**src/rtl/apb_cmd_pkg.sv**
```systemverilog
// Shared types and constants for the APB command requester and its watchdog.
package apb_cmd_pkg;

  localparam int unsigned DEF_AW = 10;
  localparam int unsigned DEF_DW = 32;

  // Byte-offset bits that must be zero for a word-aligned access.
  localparam logic [1:0] ALIGN_MASK = 2'b11;

  typedef enum logic [1:0] {
    ST_IDLE   = 2'd0,
    ST_SETUP  = 2'd1,
    ST_ACCESS = 2'd2,
    ST_RESP   = 2'd3
  } state_e;

  typedef struct packed {
    logic [DEF_DW-1:0] rdata;
    logic              err;
    logic              timeout;
  } rsp_t;

  // Watchdog counter width; floored at one bit so a disabled watchdog still elaborates.
  function automatic int unsigned wd_width(input int unsigned cycles);
    int unsigned w;
    w = $clog2(cycles + 1);
    return (w < 1) ? 1 : w;
  endfunction

endpackage

```
**src/rtl/apb_timeout_cnt.sv**
```systemverilog
// Saturating ACCESS-phase watchdog; expired_c flags the last allowed wait cycle.
module apb_timeout_cnt
  import apb_cmd_pkg::*;
#(
  parameter int unsigned TIMEOUT_CYCLES = 256
) (
  input  logic clk_in,
  input  logic reset_int,
  input  logic clear_i,
  input  logic en_i,
  output logic expired_c
);

  localparam int unsigned CW = wd_width(TIMEOUT_CYCLES);
  localparam logic [CW-1:0] LAST = (TIMEOUT_CYCLES == 0) ? '0 : CW'(TIMEOUT_CYCLES - 1);
  localparam logic [CW-1:0] SAT  = '1;

  logic [CW-1:0] cnt_q;

  always_ff @(posedge clk_in or negedge reset_int) begin
    if (!reset_int) begin
      cnt_q <= '0;
    end else if (clear_i) begin
      cnt_q <= '0;
    end else if (en_i && (cnt_q != SAT)) begin
      cnt_q <= cnt_q + CW'(1);
    end
  end

  assign expired_c = (TIMEOUT_CYCLES != 0) && en_i && (cnt_q == LAST);

endmodule

```
**src/rtl/apb_cmd_master.sv**
```systemverilog
// APB3 requester: turns valid/ready commands into single APB transfers and
// returns one response per command, with misalignment and timeout protection.
module apb_cmd_master
  import apb_cmd_pkg::*;
#(
  parameter int unsigned APB_AW         = DEF_AW,
  parameter int unsigned APB_DW         = DEF_DW,
  parameter int unsigned TIMEOUT_CYCLES = 256
) (
  input  logic              clk_in,
  input  logic              reset_int,
  input  logic              req_valid,
  output logic              req_ready,
  input  logic              req_write,
  input  logic [APB_AW-1:0] req_addr,
  input  logic [APB_DW-1:0] req_wdata,
  output logic              rsp_valid,
  input  logic              rsp_ready,
  output logic [APB_DW-1:0] rsp_rdata,
  output logic              rsp_err,
  output logic              rsp_timeout,
  output logic              busy,
  output logic [APB_AW-1:0] PADDR,
  output logic              PSEL,
  output logic              PENABLE,
  output logic              PWRITE,
  output logic [APB_DW-1:0] PWDATA,
  input  logic [APB_DW-1:0] PRDATA,
  input  logic              PREADY,
  input  logic              PSLVERR
);

  state_e            state_q;
  logic [APB_AW-1:0] paddr_q;
  logic [APB_DW-1:0] pwdata_q;
  logic              pwrite_q;
  logic              psel_q;
  logic              penable_q;
  logic              req_ready_q;
  logic              busy_q;
  logic              rsp_valid_q;
  rsp_t              rsp_q;

  logic wd_clear;
  logic wd_en;
  logic wd_expired;

  assign wd_clear = (state_q == ST_SETUP);
  assign wd_en    = (state_q == ST_ACCESS);

  apb_timeout_cnt #(
    .TIMEOUT_CYCLES(TIMEOUT_CYCLES)
  ) u_wd (
    .clk_in   (clk_in),
    .reset_int(reset_int),
    .clear_i  (wd_clear),
    .en_i     (wd_en),
    .expired_c(wd_expired)
  );

  always_ff @(posedge clk_in or negedge reset_int) begin
    if (!reset_int) begin
      state_q     <= ST_IDLE;
      paddr_q     <= '0;
      pwdata_q    <= '0;
      pwrite_q    <= 1'b0;
      psel_q      <= 1'b0;
      penable_q   <= 1'b0;
      req_ready_q <= 1'b1;
      busy_q      <= 1'b0;
      rsp_valid_q <= 1'b0;
      rsp_q       <= '0;
    end else begin
      case (state_q)
        ST_IDLE: begin
          if (req_valid) begin
            pwrite_q    <= req_write;
            paddr_q     <= req_addr;
            pwdata_q    <= req_wdata;
            req_ready_q <= 1'b0;
            busy_q      <= 1'b1;
            // Misaligned commands complete locally without touching the bus.
            if ((req_addr[1:0] & ALIGN_MASK) != 2'b00) begin
              rsp_q       <= '{rdata: '0, err: 1'b1, timeout: 1'b0};
              rsp_valid_q <= 1'b1;
              state_q     <= ST_RESP;
            end else begin
              psel_q  <= 1'b1;
              state_q <= ST_SETUP;
            end
          end
        end
        ST_SETUP: begin
          penable_q <= 1'b1;
          state_q   <= ST_ACCESS;
        end
        ST_ACCESS: begin
          // PREADY takes priority over a watchdog expiry in the same cycle.
          if (PREADY) begin
            psel_q      <= 1'b0;
            penable_q   <= 1'b0;
            rsp_q.rdata <= (pwrite_q || PSLVERR) ? '0 : DEF_DW'(PRDATA);
            rsp_q.err   <= PSLVERR;
            rsp_q.timeout <= 1'b0;
            rsp_valid_q <= 1'b1;
            state_q     <= ST_RESP;
          end else if (wd_expired) begin
            psel_q      <= 1'b0;
            penable_q   <= 1'b0;
            rsp_q       <= '{rdata: '0, err: 1'b1, timeout: 1'b1};
            rsp_valid_q <= 1'b1;
            state_q     <= ST_RESP;
          end
        end
        ST_RESP: begin
          if (rsp_ready) begin
            rsp_valid_q <= 1'b0;
            req_ready_q <= 1'b1;
            busy_q      <= 1'b0;
            state_q     <= ST_IDLE;
          end
        end
        default: begin
          state_q <= ST_IDLE;
        end
      endcase
    end
  end

  assign req_ready   = req_ready_q;
  assign busy        = busy_q;
  assign rsp_valid   = rsp_valid_q;
  assign rsp_rdata   = APB_DW'(rsp_q.rdata);
  assign rsp_err     = rsp_q.err;
  assign rsp_timeout = rsp_q.timeout;
  assign PADDR       = paddr_q;
  assign PSEL        = psel_q;
  assign PENABLE     = penable_q;
  assign PWRITE      = pwrite_q;
  assign PWDATA      = pwdata_q;

endmodule

```
**config.mk**
```make
export PLATFORM = sky130hd
export DESIGN_NAME = apb_cmd_master
export DESIGN_NICKNAME = d
export VERILOG_FILES = /design/src/rtl/apb_cmd_pkg.sv /design/src/rtl/apb_timeout_cnt.sv /design/src/rtl/apb_cmd_master.sv
export SDC_FILE = /design/constraint.sdc
export NUM_CORES = 1
export LEC_CHECK = 0
export BUFFER_PORTS_ARGS = -buffer_cell sky130_fd_sc_hd__buf_2
export CAP_MARGIN = 5
export CORE_MARGIN = 2
export CORE_UTILIZATION = 49
export CTS_BUF_LIST = sky130_fd_sc_hd__clkbuf_8
export CTS_CLUSTER_SIZE = 14
export DETAILED_ROUTE_END_ITERATION = 16
export GPL_ROUTABILITY_DRIVEN = 0
export GPL_TIMING_DRIVEN = 0
export PLACE_DENSITY_LB_ADDON = 0.2
export SYNTH_ARGS = -nofsm -noshare
export SYNTH_HDL_FRONTEND = slang
export SYNTH_SLANG_ARGS = --single-unit
```
**constraint.sdc**
```tcl
create_clock -name clk_in -period 2.7 [get_ports clk_in]
set_clock_uncertainty 0.15 [all_clocks]
set_input_delay 0 -clock clk_in [delete_from_list [all_inputs] [get_ports clk_in]]
set_output_delay 0 -clock clk_in [all_outputs]
set_load 0.1 [all_outputs]
```
Yosys cells after proc, flatten, opt, wreduce, memory -nomap -nowiden
Cells that the tools add are included.
- register bits after elaboration: 93
- input bits: 81
- output and inout port bits: 82
- logic and storage cells: 72
- add/sub/neg operators: 1
- equality and inequality tests: 10
- multiplexer cells: 31
- reduce and logical (&&, ||, !) cells: 17
- operators with widths (operator ; number):
    34-bit 2-to-1 mux ; 4
    34-bit one-hot mux with 2 select lines ; 1
    32-bit 2-to-1 mux ; 1
    9-bit 2-to-1 mux ; 2
    1-bit 2-to-1 mux ; 12
    2-bit 2-to-1 mux ; 5
    2-bit nonzero test ; 5
    9-bit by 1-bit adder with 9-bit output (second input constant) ; 1
    9-bit by 8-bit equality test with 1-bit output (second input constant) ; 1
    9-bit inequality test (second input constant) ; 1
    2-bit inequality test (second input constant) ; 4
    1-bit one-hot mux with 2 select lines ; 4
    2-bit one-hot mux with 4 select lines ; 1
    4-bit AND reduction ; 2
    3-bit AND reduction ; 2
    5-bit AND reduction ; 1
    2-bit equality test (second input constant) ; 2
    2-bit AND reduction ; 2
    3-bit inequality test (second input constant) ; 1
    1-bit one-hot mux with 3 select lines ; 1
    3-bit nonzero test ; 1
    2-bit by 1-bit equality test with 1-bit output (second input constant) ; 1
    1-bit logical AND ; 2
    2-bit logical NOT ; 1
    1-bit logical OR ; 1

Depth between registers and ports, before layout
Gate-level depths: netlist (run 1).
- word-level depth: 5
- mapped depth: 10
- depth with buffers taken out: 8

Hierarchy
Synthesis (run 1) repeated with hierarchy kept, for this count alone.
- cell total of the unflattened synthesis: 328
- area total of the unflattened synthesis: 4043.9 sq um
- modules (own cells, without submodules) (module ; instances ; cells an instance ; area each (sq um) ; sequential area each (sq um)):
    apb_cmd_master ; 1 ; 279 ; 3559.7 ; 2103.3
    apb_timeout_cnt ; 1 ; 49 ; 484.2 ; 225.2

Worst setup path after synthesis (run 1)
OpenSTA, ideal clock, no wires.
- kind: register to register
- from: register u_wd.cnt_q[0]
- to: register rsp_q (netlist bit rsp_rdata[0])
- setup time: 0.122 ns
- arrival time: 1.840 ns
- required time: 2.428 ns
- path slack: 0.588 ns
- stages on the path, launching flop included: 11
- buffers on the path: 2
- clock period less this slack: 2.112 ns
- path through: dfrtp_1 > ha_1 > nand3_1 > nor2_1 > ha_1 > nor3b_4 > a2111o_1 > buf_2 > buf_2 > nand2_1 > nand2_1
- cells in the longest elaborated chain, start to end: 4
- ends and longest elaborated chain (element ; line ; source):
    start: declaration ; apb_timeout_cnt.sv:18 ; logic [CW-1:0] cnt_q;
    start signal: assignment ; apb_timeout_cnt.sv:26 ; cnt_q <= cnt_q + CW'(1);
    9-bit by 8-bit equality test with 1-bit output ; apb_timeout_cnt.sv:30 ; assign expired_c = (TIMEOUT_CYCLES != 0) && en_i && (cnt_q == LAST);
    1-bit logical AND ; apb_timeout_cnt.sv:30 ;
    3-bit inequality test (no source line) ; - ;
    4-bit AND reduction (no source line) ; - ;
    end signal: assignment ; apb_cmd_master.sv:84 ; rsp_q <= '{rdata: '0, err: 1'b1, timeout: 1'b0};
    end signal: assignment ; apb_cmd_master.sv:110 ; rsp_q <= '{rdata: '0, err: 1'b1, timeout: 1'b1};
    end: declaration ; apb_cmd_master.sv:42 ; rsp_t rsp_q;
Every way passes these cells.
A chain may end at the register's enable or synchronous reset.

Final worst setup path (run 1)
- from: register u_wd.cnt_q[0]
- to: register rsp_q (netlist bit rsp_rdata[20])
The elaborated chain is that of the path after synthesis.

==> results.sh, run 1 <==
export IMPL_status="complete, no violations"
export IMPL_grt_util_all_layers=0.244
export IMPL_worstSetupPathType="reg2reg"
export IMPL_layout_cells_non_filler=695
export IMPL_drtIter0Drc=135
export IMPL_drv_slew=0
export IMPL_grt_ovfl_total=0
export IMPL_ys_seq_elements=93
export IMPL_utilization=0.764
export IMPL_clock_latency_ps=350
export IMPL_worst_slew_pin_slew_ps=612
export IMPL_grt_setup_unrepaired="no"
export IMPL_cp_data_arrival_time_ps=2530
export IMPL_hp_class="in2reg"
export IMPL_syn_inst=331
export IMPL_grt_first_pass_wirelength_mm=16.6
export IMPL_dieArea_um2=8660
export IMPL_yosys_top_cells_area="dfrtp_1 (59%), mux2_2 (12%), nand2_1 (7.3%), nand3_1 (4.2%), ha_1 (2.6%)"
export IMPL_hold_start="PRDATA[9]"
export IMPL_cts_root_buf="clkbuf_8"
export IMPL_synth_edf_count=0
export IMPL_end_kind="flip-flop"
export IMPL_dp_hpwl_mm=6.53
export IMPL_area_growth_pct=51.1
export IMPL_post_cts_resize_count=0
export IMPL_max_freq_mhz=418
export IMPL_drive_gt1_frac=0.406
export IMPL_drt_wl_total_mm=10.4
export IMPL_grt_max_degree=61
export IMPL_yosysSeqAreaShare=0.599
export IMPL_dpl_cell_area_um2=4860
export IMPL_drc=0
export IMPL_layout_cell_area_non_filler_um2=5870
export IMPL_setup_viol=0
export IMPL_synth_nets=420
export IMPL_syn_area_um2=3890
export IMPL_r2r_end="rsp_rdata[20]"
export IMPL_worst_setup_path_start_kind="flip-flop"
export IMPL_async_flop_share=1.00
export IMPL_final_nets=677
export IMPL_yosysTopAreaCell="dfrtp_1"
export IMPL_cts_tree="yes"
export IMPL_core_area_um2=7690
export IMPL_h_tree_depth=3
export IMPL_relSlewSlack=0.592
export IMPL_die_w_um=93.1
export IMPL_detail_route_first_pass_iterations=4
export IMPL_dp_cells=596
export IMPL_floorplan_rows=32
export IMPL_start_util=0.506
export IMPL_antenna_cells=0
export IMPL_hold_viol=0
export IMPL_holdPathStages=4
export IMPL_r2r_slack_ps=310
export IMPL_required_ps=2840
export IMPL_cts_sinks=93
export IMPL_drv_cap=0
export IMPL_ios=163
export IMPL_path_clk_slew_ps=100
export IMPL_whs_endpoint="rsp_rdata[9]"
export IMPL_post_route_min_period_ps=2390
export IMPL_finalCritPeriodShare=0.885
export IMPL_grt_pass1_vias=3615
export IMPL_io_buffers=162
export IMPL_die_y_um=93.1
export IMPL_wire_per_inst_um=15.0
export IMPL_synth_ff_type="dfrtp_1"
export IMPL_tns_ps=0
export IMPL_r2r_start="u_wd.cnt_q[0]"
export IMPL_netlist_area_leader_share=0.592
export IMPL_yosysWarnings=0
export IMPL_synth_cell_types=36
export IMPL_antenna_found_initial=0
export IMPL_ant_nets=0
export IMPL_cts_made_buffers=9
export IMPL_vias=3429
export IMPL_via_per_inst=4.93
export IMPL_avgSynthCellArea_um2=11.7
export IMPL_crit_fanout=10
export IMPL_cts_setup_buffers=0
export IMPL_worstRegToRegCells=9
export IMPL_clk_path_buf_depth=2
cells in the final DEF, fill, tap and decap left out, types with 2 or more instances in the layout:
master	n
xor2_1	6
o21ai_0	6
buf_4	2
o2111ai_1	2
nor2_1	12
clkinvlp_4	2
dlygate4sd3_1	82
nor3_1	2
o41ai_1	2
mux2_2	43
buf_6	3
buf_2	170
clkbuf_8	10
nand4_1	2
and3_1	2
clkbuf_4	3
nand2_1	76
nor2b_1	3
dfrtp_1	92
inv_1	8
mux2i_1	2
ha_1	8
nand3_1	33
a21oi_1	3
routing by layer:
layer / routed length [um] / track usage
met1: 3960 / 0.278
met2: 5710 / 0.446
met3: 477 / 0.0419
met4: 296 / 0.109
met5: 0 / 0
synthesized netlist by cell type (all sizes together), types with 2 or more instances:
master and count:
o2111ai 2, ha 8, mux2i 2, and3 2
inv 6, mux2 43, o41ai 2, nand2 76
xor2 6, nand4 2, dfrtp 92, nand3 33
buf 13, nor2b 4, nor2 12, a21oi 3
nor3 2, o21ai 7, clkbuf 4
registers in the layout (all words and copies together) (netlist names), 2 cells and up:
name and flops:
PADDR 10, PWDATA 32, rsp_rdata 32, state_q 2, u_wd.cnt_q 9
timing repair:
| item | in CTS | in global routing |
|---|---|---|
| hold buffers | 83 | 0 |
| hold endpoints to repair | 174 | 0 |
| setup endpoints to repair | 0 | 0 |
how the worst max path moves through the flow:
stage	startpoint	end	slack, ps	depth (start not counted)
detailed placement	u_wd.cnt_q[3]	rsp_rdata[5]	290	9
CTS	u_wd.cnt_q[0]	rsp_rdata[5]	280	9
finish	u_wd.cnt_q[0]	rsp_rdata[20]	310	9
floorplan	u_wd.cnt_q[0]	rsp_rdata[0]	590	10
global placement	u_wd.cnt_q[0]	rsp_rdata[27]	320	9
global route	u_wd.cnt_q[0]	rsp_rdata[13]	140	9
kinds of logic after synthesis:
family,share of synthesized area
mux,0.130
flops,0.599
compound gates,0.0399
fa+ha+maj,0.0257
xor+xnor,0.0158
simple gates,0.155
buf+inv,0.0348
area by class of cell:
| cell class | instances | area [um2] |
|---|---|---|
| buffer | 17 | 113 |
| multi-input combinational | 215 | 1420 |
| tap | 102 | 128 |
| clock inverter | 6 | 40.0 |
| inverter | 6 | 22.5 |
| timing repair buffer | 246 | 1680 |
| sequential | 93 | 2330 |
| fill | 514 | 1810 |
| clock buffer | 10 | 138 |
metrics by stage:
| step | hold WS (ps) | worst slack [ps] |
|---|---|---|
| floorplan | -446 | 588 |
| global placement | 68.9 | 320 |
| detailed placement | -168 | 290 |
| CTS | 237 | 280 |
| global route | 257 | 140 |
| finish | 255 | 310 |
critical path, stage by stage (launching register included):
cell	delay, ps
dfrtp_1	380
ha_1	220
nand3_1	100
nor2_1	160
ha_1	230
nor3b_4	80
a2111oi_4	610
buf_6	220
nand3_1	90
nand2_1	90
Power of run 1 is not shown: default switching activity piles up to over one toggle a cycle in this logic, so the estimate is an artifact.
==> run 2, diff against run 1 <==
Settings changed: BUFFER_PORTS_ARGS -buffer_cell sky130_fd_sc_hd__buf_2 to default, CORE_UTILIZATION 49 to 50, DONT_BUFFER_PORTS from default to 1.
==> results.sh, run 2 (same netlist as run 1, synthesis figures left out) <==
export IMPL_status="complete, no violations"
export IMPL_cts_sinks=93
export IMPL_detail_route_first_pass_iterations=4
export IMPL_grtUsageMet1=0.248
export IMPL_setup_viol=0
export IMPL_h_tree_depth=3
export IMPL_clock_latency_ps=350
export IMPL_cp_common_cell="nand3_1"
export IMPL_max_freq_mhz=410
export IMPL_busiest_layer="met2"
export IMPL_drc=0
export IMPL_dp_hpwl_mm=5.36
export IMPL_die_w_um=92.2
export IMPL_cts_setup_buffers=0
export IMPL_end_kind="flip-flop"
export IMPL_grt_util_all_layers=0.212
export IMPL_via_per_inst=5.18
export IMPL_floorplan_rows=32
export IMPL_grt_ovfl_total=0
export IMPL_area_growth_pct=30.5
export IMPL_grt_max_degree=94
export IMPL_drt_wl_total_mm=8.84
export IMPL_path_clk_slew_ps=90
export IMPL_core_area_um2=7650
export IMPL_worstRegToRegCells=9
export IMPL_final_nets=516
export IMPL_path_buf_inv=1
export IMPL_antenna_cells=0
export IMPL_utilization=0.663
export IMPL_drtIter0Drc=118
export IMPL_cp_data_arrival_time_ps=2580
export IMPL_grt_first_pass_wirelength_mm=14.1
export IMPL_worstSetupPathType="reg2reg"
export IMPL_relSlewSlack=0.366
export IMPL_post_route_min_period_ps=2440
export IMPL_multi_input_area_um2=1420
export IMPL_final_cell_mix="dfrtp_1 (92), dlygate4sd3_1 (84), nand2_1 (76)"
export IMPL_hold_viol=0
export IMPL_cp_top_family="simple AND/OR/NAND/NOR gates"
export IMPL_ios=163
export IMPL_layout_cell_area_non_filler_um2=5070
export IMPL_drv_cap=0
export IMPL_fillers=568
export IMPL_crit_chain="and3_1 > nand3_1 > nor2_1 > ha_1 > nor3b_4 > a2111oi_4 > buf_6 > nand3_1 > nand2_1"
export IMPL_post_cts_resize_count=0
export IMPL_cts_made_buffers=9
export IMPL_cts_tree="yes"
export IMPL_tns_ps=0
export IMPL_worst_slew_pin_slew_ps=951
export IMPL_grt_setup_unrepaired="no"
export IMPL_required_ps=2840
export IMPL_crit_fanout=10
export IMPL_vias=2759
export IMPL_worst_setup_path_start_kind="flip-flop"
export IMPL_dieArea_um2=8500
export IMPL_grt_util_met2=0.369
export IMPL_cts_root_buf="clkbuf_8"
export IMPL_hp_class="in2async"
export IMPL_max_stage_delay_ps=630
export IMPL_final_common_cell="dfrtp_1"
export IMPL_cpMaxStageDelayCell="a2111oi_4"
export IMPL_finalCritPeriodShare=0.903
export IMPL_drv_slew=0
export IMPL_grt_pass1_vias=2956
export IMPL_clk_path_buf_depth=2
export IMPL_final_seq_area_um2=2330
export IMPL_dpl_cell_area_um2=4020
export IMPL_wire_per_inst_um=16.6
export IMPL_critPathLaunch="u_wd.cnt_q[3]"
export IMPL_use_met3=0.0559
export IMPL_io_buffers=0
export IMPL_ant_nets=0
export IMPL_worstSetupPathDepth=9
export IMPL_drive_gt1_frac=0.181
export IMPL_die_y_um=92.2
export IMPL_hold_buffers=85
export IMPL_start_util=0.508
export IMPL_r2r_start="u_wd.cnt_q[3]"
export IMPL_antenna_found_initial=0
==> run 2: worst paths after layout <==
kind | to | slack, ps
min in group clk_in | rsp_rdata[28] | 170
worst max register to register | rsp_rdata[30] | 260
max in group asynchronous | req_ready | 1940
worst max-delay path | rsp_rdata[30] | 260
worst min-delay path | rsp_rdata[2] | 70
worst min register to register | u_wd.cnt_q[5] | 400
==> run 2: cell type report <==
class,instances,share of cell area
buffer,17,0.0222
tap,102,0.0252
timing repair buffer,85,0.171
sequential,93,0.459
clock buffer,9,0.0244
inverter,6,0.00444
multi-input combinational,215,0.281
clock inverter,6,0.0128
==> run 2: metal layers <==
layer  vias up  wire length (um)
met5         -                 0
met4         0               170
met3        18               634
met2       113              4510
met1      1323              3530
li1       1305                 -
==> run 2: through the flow <==
stage | std cells | hold slack, ps | worst slack, ps
global placement | 433 | -444 | 308
floorplan | 331 | -446 | 588
global route | 533 | 91.4 | 39.3
detailed placement | 433 | -443 | 314
finish | 533 | 74.1 | 262
CTS | 533 | 72.0 | 288
Power of run 2 is left out for the same reason.
==> run 3, diff against run 2 <==
Settings changed: ABC_AREA from default to 1, CORE_UTILIZATION 50 to 45.
Clock period 2.7 ns to 2.68 ns, I/O delays scaled along.
==> results.sh, run 3 <==
export IMPL_status="complete, no violations"
export IMPL_grt_setup_unrepaired="no"
export IMPL_cpMaxStageDelayCell="dfrtp_1"
export IMPL_hold_viol=0
export IMPL_core_area_um2=8720
export IMPL_antenna_cells=0
export IMPL_max_stage_delay_ps=390
export IMPL_synth_cell_types=28
export IMPL_drc=0
export IMPL_ant_nets=0
export IMPL_ys_top_cells_by_count="dfrtp_1 (92), nand2_1 (82), mux2_2 (43), o21ai_2 (23), inv_1 (21)"
export IMPL_antenna_found_initial=0
export IMPL_grt_first_pass_wirelength_mm=15.1
export IMPL_final_cell_mix="dfrtp_1 (92), dlygate4sd3_1 (85), nand2_1 (82)"
export IMPL_cp_data_arrival_time_ps=2480
export IMPL_required_ps=2770
export IMPL_die_w_um=98.9
export IMPL_cts_tree="yes"
export IMPL_grt_ovfl_total=0
export IMPL_dp_hpwl_mm=5.91
export IMPL_cts_root_buf="clkbuf_8"
export IMPL_syn_area_um2=4060
export IMPL_wire_per_inst_um=16.0
export IMPL_hold_slack_ps=61.3
export IMPL_worst_setup_path_start_kind="flip-flop"
export IMPL_drive_gt1_frac=0.258
export IMPL_end_kind="flip-flop"
export IMPL_syn_inst=364
export IMPL_setup_viol=0
export IMPL_dp_cells=472
export IMPL_worst_slew_pin_slew_ps=975
export IMPL_final_nets=550
export IMPL_via_per_inst=5.03
export IMPL_avgSynthCellArea_um2=11.1
export IMPL_yosysSeqAreaShare=0.574
export IMPL_crit_chain="ha_1 > inv_1 > nor2_1 > nand2_1 > nor3_1 > ha_1 > nor2_4 > nor2_4 > nand2_4 > buf_8 > buf_6 > nand2_1 > o21ai_1"
export IMPL_drv_cap=0
export IMPL_cts_sinks=93
export IMPL_final_common_cell="dfrtp_1"
export IMPL_setup_ws_ps=290
export IMPL_yosysTopAreaCell="dfrtp_1"
export IMPL_hp_class="in2async"
export IMPL_cts_made_buffers=9
export IMPL_layout_cells_non_filler=574
export IMPL_grt_pass1_vias=3029
export IMPL_grt_util_all_layers=0.194
export IMPL_ys_seq_elements=93
export IMPL_cts_setup_buffers=0
export IMPL_area_growth_pct=29.9
export IMPL_vias=2890
export IMPL_io_buffers=0
export IMPL_synth_most_common_cell="dfrtp_1"
export IMPL_yosys_top_cells_area="dfrtp_1 (57%), mux2_2 (12%), nand2_1 (7.6%), o21ai_2 (5.0%), nand2_2 (2.6%)"
export IMPL_async_flop_share=1.00
export IMPL_max_freq_mhz=418
export IMPL_h_tree_depth=3
export IMPL_start_util=0.465
export IMPL_worstSetupPathType="reg2reg"
export IMPL_finalCritPeriodShare=0.892
export IMPL_drt_wl_total_mm=9.21
export IMPL_detail_route_first_pass_iterations=4
export IMPL_die_y_um=98.9
export IMPL_relSlewSlack=0.350
export IMPL_synth_nets=453
export IMPL_synth_ff_type="dfrtp_1"
export IMPL_post_place_ws_ps=297
export IMPL_synth_edf_count=0
export IMPL_post_route_min_period_ps=2390
export IMPL_clk_path_buf_depth=2
export IMPL_yosysWarnings=0
export IMPL_ios=163
export IMPL_clock_latency_ps=350
export IMPL_drv_slew=0
export IMPL_netlist_area_leader_share=0.568
export IMPL_floorplan_rows=34
export IMPL_path_clk_slew_ps=90
export IMPL_grt_max_degree=94
export IMPL_crit_fanout=10
export IMPL_tns_ps=0
export IMPL_dieArea_um2=9790
export IMPL_drtIter0Drc=83
## run 3: cell types whose count changed after synthesis, moves of 3 or more
cell / before / now
o21ai_1: 1 / 11
xor2_1: 6 / 0
clkbuf_4: 3 / 0
nand3_1: 33 / 8
o21ai_0: 6 / 10
buf_8: 0 / 3
o21ai_2: 0 / 23
nand2_2: 0 / 17
nor2b_1: 3 / 0
nand2_1: 76 / 82
inv_1: 6 / 21
## run 3: critical path: cells and delay by family, from the launching register on
kind / cells / cell delay, ps
simple gates: 7 / 860
fa+ha+maj: 2 / 460
flops: 1 / 390
buf+inv: 3 / 350
compound gates: 1 / 90
## run 3: final cells by class
| class | instances | area [um2] |
|---|---|---|
| Clock inverter | 7 | 75.1 |
| Inverter | 21 | 78.8 |
| Tap cell | 108 | 135 |
| Clock buffer | 9 | 124 |
| Sequential cell | 93 | 2330 |
| Multi-Input combinational cell | 234 | 1530 |
| Timing Repair Buffer | 86 | 878 |
| Buffer | 16 | 121 |
| Fill cell | 694 | 3450 |
## run 3: per-layer routing
metal	global-route usage	wire, um	vias to the layer above
met4	0.0780	189	0
met3	0.0447	611	17
met2	0.332	4750	102
li1	-	-	1386
met5	0	0	-
met1	0.238	3670	1385
## run 3: repair_timing
action                                  4_1_cts  5_1_grt
hold buffers                                 86        0
resized for setup                             0        0
endpoints found under the setup margin        0        0
hold endpoints to repair                    177        0
## run 3: stage by stage
stage | area [um2] | util
after floorplan | 4060 | -
after global placement | 4190 | 0.481
after detailed placement | 4190 | 0.481
after CTS | 5270 | 0.604
after global routing | 5270 | 0.604
final | 5270 | 0.604
## run 3: worst paths after layout
kind	startpoint	endpoint	slack (ps)	cells after the start
worst max-delay path	u_wd.cnt_q[0]	rsp_rdata[8]	290	13
worst min-delay path	reset_int	rsp_rdata[2]	60	2
worst max register to register	u_wd.cnt_q[0]	rsp_rdata[8]	290	13
worst min register to register	u_wd.cnt_q[2]	u_wd.cnt_q[2]	360	1
max in group asynchronous	reset_int	req_ready	1900	2
min in group clk_in	req_valid	PWDATA[29]	100	3
## run 3: cells by family (layout without fill, tap and decap cells)
group | Yosys count | count (layout) | share of synthesized area
and+or+nand+nor | 131 | 131 | 0.145
DFF | 93 | 93 | 0.574
AOI/OAI and AO/OA | 52 | 52 | 0.0876
muxes | 43 | 43 | 0.119
buffers and inverters | 37 | 139 | 0.0493
adders and majority gates | 8 | 8 | 0.0247
Power of run 3 is left out for the same reason.
